==> src/rtl/bg_pkg.sv <==
// rtl/bg_pkg.sv - background pixel server constants and pipeline stage type
package bg_pkg;

  localparam int IMG_W       = 320;
  localparam int IMG_H       = 240;
  localparam int X_OFFSET    = 160;
  localparam int ADDR_W      = 17;
  localparam int PIX_W       = 4;
  localparam int SCROLL_STEP = 1;

  typedef struct packed {
    logic valid;
    logic draw;
  } stage_t;

endpackage

==> src/rtl/bg_frame_tick.sv <==
// rtl/bg_frame_tick.sv - frame strobe synchroniser with single-cycle rising-edge tick
module bg_frame_tick (
  input  logic Clk,
  input  logic Reset_n,
  input  logic frame_clk,
  output logic tick
);

  // sync[1:0] is the two-flop synchroniser, sync[2] the edge-detect history
  logic [2:0] sync;

  always_ff @(posedge Clk or negedge Reset_n) begin
    if (!Reset_n) begin
      sync <= '0;
    end else begin
      sync <= {sync[1:0], frame_clk};
    end
  end

  assign tick = sync[1] & ~sync[2];

endmodule

==> src/rtl/bg_pixel_server.sv <==
// rtl/bg_pixel_server.sv - scrolled background ROM addressing with fixed 3-cycle response
module bg_pixel_server
  import bg_pkg::*;
(
  input  logic              Clk,
  input  logic              Reset_n,
  input  logic              frame_clk,
  input  logic              scroll_en,
  input  logic              req_valid,
  input  logic [9:0]        req_x,
  input  logic [9:0]        req_y,
  input  logic              is_bg,
  output logic [ADDR_W-1:0] rom_addr,
  input  logic [PIX_W-1:0]  rom_data,
  output logic              rsp_valid,
  output logic [PIX_W-1:0]  rsp_pix,
  output logic              rsp_is_bg,
  output logic [8:0]        scroll_pos
);

  localparam logic [9:0]        IMG_W10  = 10'(IMG_W);
  localparam logic [9:0]        IMG_H10  = 10'(IMG_H);
  localparam logic [9:0]        X_OFF10  = 10'(X_OFFSET);
  localparam logic [9:0]        X_END10  = 10'(X_OFFSET + IMG_W);
  localparam logic [9:0]        STEP10   = 10'(SCROLL_STEP);
  localparam logic [ADDR_W-1:0] IMG_W_A  = ADDR_W'(IMG_W);

  logic              tick;
  logic [9:0]        scroll_sum;
  logic [8:0]        scroll_next;
  logic [9:0]        x_rel;
  logic [9:0]        col_raw;
  logic [9:0]        col;
  logic              in_range;
  logic [ADDR_W-1:0] addr;
  stage_t            s1;
  stage_t            s2;

  bg_frame_tick u_frame_tick (
    .Clk       (Clk),
    .Reset_n   (Reset_n),
    .frame_clk (frame_clk),
    .tick      (tick)
  );

  always_comb begin
    scroll_sum  = {1'b0, scroll_pos} + STEP10;
    scroll_next = scroll_sum[8:0];
    if (scroll_sum >= IMG_W10) begin
      scroll_next = 9'(scroll_sum - IMG_W10);
    end
  end

  always_ff @(posedge Clk or negedge Reset_n) begin
    if (!Reset_n) begin
      scroll_pos <= '0;
    end else if (tick && scroll_en) begin
      scroll_pos <= scroll_next;
    end
  end

  // Column sum is at most 638 for an in-range request, so one subtract wraps it.
  always_comb begin
    in_range = (req_x >= X_OFF10) && (req_x < X_END10) && (req_y < IMG_H10);
    x_rel    = req_x - X_OFF10;
    col_raw  = x_rel + {1'b0, scroll_pos};
    col      = col_raw;
    if (col_raw >= IMG_W10) begin
      col = col_raw - IMG_W10;
    end
    addr = {{(ADDR_W-10){1'b0}}, req_y} * IMG_W_A + {{(ADDR_W-10){1'b0}}, col};
  end

  always_ff @(posedge Clk or negedge Reset_n) begin
    if (!Reset_n) begin
      rom_addr  <= '0;
      s1        <= '0;
      s2        <= '0;
      rsp_valid <= 1'b0;
      rsp_pix   <= '0;
      rsp_is_bg <= 1'b0;
    end else begin
      if (req_valid && in_range) begin
        rom_addr <= addr;
      end
      s1.valid  <= req_valid;
      s1.draw   <= in_range && is_bg;
      s2        <= s1;
      rsp_valid <= s2.valid;
      rsp_pix   <= s2.draw ? rom_data : '0;
      rsp_is_bg <= s2.draw;
    end
  end

endmodule

==> config.mk <==
export PLATFORM = sky130hd
export DESIGN_NAME = bg_pixel_server
export DESIGN_NICKNAME = d
export VERILOG_FILES = /design/src/rtl/bg_pkg.sv /design/src/rtl/bg_frame_tick.sv /design/src/rtl/bg_pixel_server.sv
export SDC_FILE = /design/constraint.sdc
export NUM_CORES = 1
export LEC_CHECK = 0
export CAP_MARGIN = 40
export CORE_AREA = 4 4 90 92
export CTS_BUF_LIST = sky130_fd_sc_hd__clkbuf_2 sky130_fd_sc_hd__clkbuf_4 sky130_fd_sc_hd__clkbuf_8
export DETAILED_ROUTE_END_ITERATION = 10
export DIE_AREA = 0 0 94 96
export GPL_TIMING_DRIVEN = 0
export PLACE_DENSITY = 0.66
export REMOVE_ABC_BUFFERS = 1
export SETUP_SLACK_MARGIN = 0.2
export SLEW_MARGIN = 20
export SYNTH_ARGS = -nofsm -noshare
export SYNTH_HDL_FRONTEND = slang
export SYNTH_SLANG_ARGS = --single-unit
==> constraint.sdc <==
create_clock -name Clk -period 4.16 [get_ports Clk]
set_input_delay 1.248 -clock Clk [delete_from_list [all_inputs] [get_ports Clk]]
set_output_delay 1.248 -clock Clk [all_outputs]
set_load 0.005 [all_outputs]
# Yosys cells after proc, flatten, opt, wreduce, memory -nomap -nowiden
# Cells that the tools add are included.
word_totals:
  regBits: 39
  latchBits: 0
  mem_bits_rw: 0
  mem_bits_ro: 0
  in_bits: 30
  out_inout_bits: 32
  elab_cells: 32
  memories: 0
classes:
  add_sub_neg: 6
  multipliers: 1
  n_div: 0
  order_cmp: 5
  eq_ne: 0
  n_shift: 0
  n_mux: 3
  bitwise: 2
  n_reduce_logical: 5
ops:
  columns: ["operator", "count"]
  rows:
  - ["$ge 10x9->1 const B", 2]
  - ["$add 17x10->17", 1]
  - ["$mul 10x3->11 const B", 1]
  - ["$add 10x9->10", 1]
  - ["$add 9x1->10 const B", 1]
  - ["$ge 10x8->1 const B", 1]
  - ["$lt 10x8->1 const B", 1]
  - ["$lt 10x9->1 const B", 1]
  - ["$mux 10", 1]
  - ["$sub 10x8->10 const B", 1]
  - ["$sub 10x9->10 const B", 1]
  - ["$mux 9", 1]
  - ["$sub 9x9->9 const B", 1]
  - ["$logic_and 1x1->1", 5]
  - ["$mux 4", 1]
  - ["$and 1x1->1", 1]
  - ["$not 1->1", 1]

# Longest topological paths before layout
depth:
  word_depth: 5
  depth_mapped: 20
  mapped_depth_nobuf: 20

# Cells and area by module
# From an unflattened synthesis, not the netlist that was laid out.
hier_totals:
  hier_cells: 288
  area_unflattened_um2: 2855.2
by_module_without_submodules:
  columns: ["mod", "instances", "cells_per_inst", "area_each_um2", "seq_area_each_um2"]
  rows:
  - ["bg_pixel_server", 1, 284, 2766.4, 900.9]
  - ["bg_frame_tick", 1, 4, 88.8, 75.1]

# Least setup slack after synthesis
# Ideal clock, no wire load.
synth_timing:
  path_kind: "input to register"
  startpoint: "input port req_x[1]"
  endpoint: "register rom_addr[16]"
  setup_ns: 0.092
  t_arrival_ns: 4.968
  slack_ns: -0.900
  stages: 19
  n_path_buf: 0
  path_cell_list: "ha_1 > ha_1 > fa_1 > a211oi_1 > o21bai_1 > a21oi_1 > a21oi_1 > xnor2_1 > nand2b_1 > o22a_1 > ha_1 > fa_1 > nand3_1 > nand2_1 > and3b_1 > nand4_1 > or3_1 > and3_4 > o31ai_2"
synth_between:
  elab_chain_len: 5
  elab_cells_between_ends: 11
  classes_between: "add/sub (4); order compare (3); mux (1); reduce/logical (3)"
synth_rtl:
  columns: ["item", "line", "rtl"]
  rows:
  - ["start: declaration", "bg_pixel_server.sv:10", "input logic [9:0] req_x,"]
  - ["$sub 10x8->10", "bg_pixel_server.sv:65", "x_rel = req_x - X_OFF10;"]
  - ["$add 10x9->10", "bg_pixel_server.sv:66", "col_raw = x_rel + {1'b0, scroll_pos};"]
  - ["$sub 10x9->10 / $ge 10x9->1 (equally long branches)", "bg_pixel_server.sv:69, bg_pixel_server.sv:68", null]
  - ["$mux 10", "bg_pixel_server.sv:68", "if (col_raw >= IMG_W10) begin"]
  - ["$add 17x10->17", "bg_pixel_server.sv:71", "addr = {{(ADDR_W-10){1'b0}}, req_y} * IMG_W_A + {{(ADDR_W-10){1'b0}}, col};"]
  - ["end signal: assignment", "bg_pixel_server.sv:84", "rom_addr <= addr;"]
  - ["end: declaration", "bg_pixel_server.sv:13", "output logic [ADDR_W-1:0] rom_addr,"]
# Several ways; a longest one is shown, not always the timed one.
# A chain may end at the register's enable or synchronous reset.

# Final worst setup path
layout_timing:
  startpoint: "input port req_x[2]"
  endpoint: "register rom_addr[16]"
# The elaborated chain is that of the path after synthesis.

==> out/results.ini <==
[logic_synthesis]
synth-simple-area-share=0.174
muxShareOfSynthArea=0.00352
synth.cell_area_um2=2840
synth_top_family_by_area=adder cells
syn_area_per_cell_um2=9.26
synth_top_cell_area_share=0.343
syn-instance-count=307
synth_warnings=0
synth_compound_area_frac=0.165
ys_ff_latch=39
yosys-top-cells-count=40 x ha_1, 40 x nand2_1, 39 x dfrtp_1
synthXorXnorAreaFrac=0.0832
synth_flop_cell=dfrtp_1
ys_types=49
synth_edf_count=0
synth.area.top_cells=dfrtp_1 34%, ha_1 18%, xnor2_1 6.8%
ys_seq_area_frac=0.343
synthAdderAreaFrac=0.197
async_flop_share=1.00
synth_area_leader_cell=dfrtp_1

[detailed_routing]
ant_nets=0
vias=2539
via_per_inst=5.09
drt-pass1-iter-count=4
drt-total-wl_um=7340
drc=0
drt_iter0_drc=82
avgRoutedWirePerCell_um=14.7

[clocking]
cts_hold_buf=0
clk_pin_slew_worst_paths_ns=0.09
cts_tree=built
numCtsBuffers=5
cts_buffer_depth=2
htreeDepth=2
cts_root_buf=clkbuf_8
insertion_delay_ns=0.30
clkSinkCount=39

[sta]
hold_violations=0
period_share=1.15
fmax_mhz=208
worst_slew_pin_slew_ns=0.820
fin_ws_ns=-0.645
maxSlewHeadroom=0.448
finalSetupViolations=9
finalMaxSlewViolations=0
rsz0062_at_grt=true
holdWs_ns=0.353
fin_worst_skew_ns=0.00643
min_period_ns=4.80

[critical_path]
r2r_end=rom_addr[16]$_DFFE_PN0P_
r2r_slack_ns=-0.25
worstSetupStartpoint=req_x[2]
crit_required_ns=4.38
start_kind=input port
path_class=in -> reg
critPathArrivalTime_ns=5.02
reg2reg_depth=19
crit_path_end_kind=flop
rr_startpoint=scroll_pos[2]$_DFFE_PN0P_
critPathMaxFanout=4

[global_routing]
met2_usage=0.292
gr-max-usage-layer=met2
use_met3=0.0219
overflow=0
grt_start_max_net_pins=23
grt_pass1_vias=2584
grt_util_met1=0.205
track_usage=0.165
grt_pass1_wl_um=11800
antenna_found_initial=0

[pwr]
peakVddDrop_mv=0.211
power_mw=2.33
p_leak_nw=1.88
power_density_nw_per_um2=548

[die]
coreArea_um2=7210
io_pins=62
die_area_um2=9020
num_rows=31
start_util=0.394
die_w_um=94
die-height_um=96

[cells_and_area]
layout-drive-gt1-share=0.230
synthToLayoutAreaGrowth_pct=49.5
instances_no_fill=499
final_core_util=0.589
nets=472
antenna_cells=0

[placed_design]
place_congestion=0.823
portBuffers=61
placed_cells=463
hpwl_um=5000

[run]
maxCapViolCount=0

[worst_hold_path]
hold_depth=0
worstHoldStart=s2[1]$_DFF_PN0_
hold_end=rsp_valid$_DFF_PN0_
hold_path.class=reg -> reg

[status]
failed_checks=setup timing
status=finished, violations left

[where the power goes]
| part | internal [mW] | leakage, nW | switching [mW] |
|---|---|---|---|
| Combinational | 0.774 | 1.32 | 0.581 |
| Sequential | 0.477 | 0.490 | 0.110 |
| Clock | 0.239 | 0.0644 | 0.150 |
| Total | 1.49 | 1.88 | 0.840 |
[layout by cell type (no fill, tap or decap), types with 3 or more instances in the layout]
master and n:
buf_4 27, nand4_1 8, nand3_1 6, ha_1 25
buf_6 3, dfrtp_1 39, inv_1 19, xnor2_2 3
nand2b_1 4, clkbuf_8 5, a211oi_2 3, ha_4 14
buf_2 3, dlygate4sd2_1 3, nor3_1 3, o21ai_1 7
xnor2_1 19, and2_1 6, a21oi_1 12, o21ai_0 15
a21o_1 4, or2_2 4, nand2_1 38, clkdlybuf4s50_1 52
nor2_1 13, xor2_1 3
[cell type report]
| cell class | count | area, um^2 |
|---|---|---|
| clock inverters | 3 | 67.6 |
| flip-flops and latches | 39 | 976 |
| fillers | 624 | 2960 |
| well taps | 99 | 124 |
| clock buffers | 5 | 68.8 |
| repair buffers | 91 | 851 |
| multi-input cells | 242 | 2090 |
| inverters | 20 | 75.1 |
[routing by layer]
metal	up-vias	share of wire
met5	-	0
met4	0	0.017
met3	9	0.042
met2	58	0.51
met1	1200	0.43
li1	1272	-
[per-stage QoR]
step	cell area (um^2)	setup WS, ns	setup TNS, ns
3_3_place_gp	3550	-1.70	-13.34
3_5_place_dp	3590	-1.84	-13.99
6_report	4250	-0.645	-3.78
4_1_cts	4110	-0.511	-1.98
2_1_floorplan	2820	-0.903	-5.09
5_1_grt	4250	-0.838	-5.23
[registers in the layout (all words and copies together), names as in the netlist]
register / count
rsp_valid: 1
rsp_pix: 4
s1: 2
u_frame_tick.sync: 3
scroll_pos: 9
rsp_is_bg: 1
rom_addr: 17
s2: 2
[how the worst max path moves through the flow]
stage	end	slack [ns]	depth (start not counted)
after floorplan	rom_addr[16]$_DFFE_PN0P_	-0.90	19
after global placement	rom_addr[16]$_DFFE_PN0P_	-1.70	20
after detailed placement	rom_addr[16]$_DFFE_PN0P_	-1.84	20
after CTS	rom_addr[16]$_DFFE_PN0P_	-0.51	19
after global routing	rom_addr[16]$_DFFE_PN0P_	-0.84	22
final	rom_addr[16]$_DFFE_PN0P_	-0.64	20
[critical path, stage by stage]
cell and delay, ns:
buf_6 0.10, ha_4 0.22, buf_6 0.12, fa_2 0.40
a211oi_2 0.23, o21bai_1 0.12, a21oi_2 0.21, buf_4 0.17
xnor2_2 0.10, nand2b_1 0.20, nand3_1 0.11, o21ai_0 0.13
ha_1 0.41, nand3_2 0.10, nand2_2 0.07, and3b_2 0.21
nand4_1 0.15, or3_4 0.41, and3_4 0.16, o31ai_2 0.17
[logic make-up (layout without fill, tap and decap cells)]
logic type	Yosys count	in the layout
AOI/OAI and AO/OA	70	70
xor gates and xnor gates	27	27
adders and majority gates	43	43
buffers and inverters	26	119
DFF	39	39
muxes	1	1
and+or+nand+nor	101	101
[repair_timing]
| item | CTS | global route |
|---|---|---|
| pin swaps | 29 | 20 |
| gates resized for setup | 64 | 15 |
| setup buffers | 18 | 10 |
| cloned | 0 | 0 |
| hold endpoints to repair | 0 | 0 |
| endpoints found under the setup margin | 11 | 10 |
No activity file was read; power rests on OpenSTA's default activity.
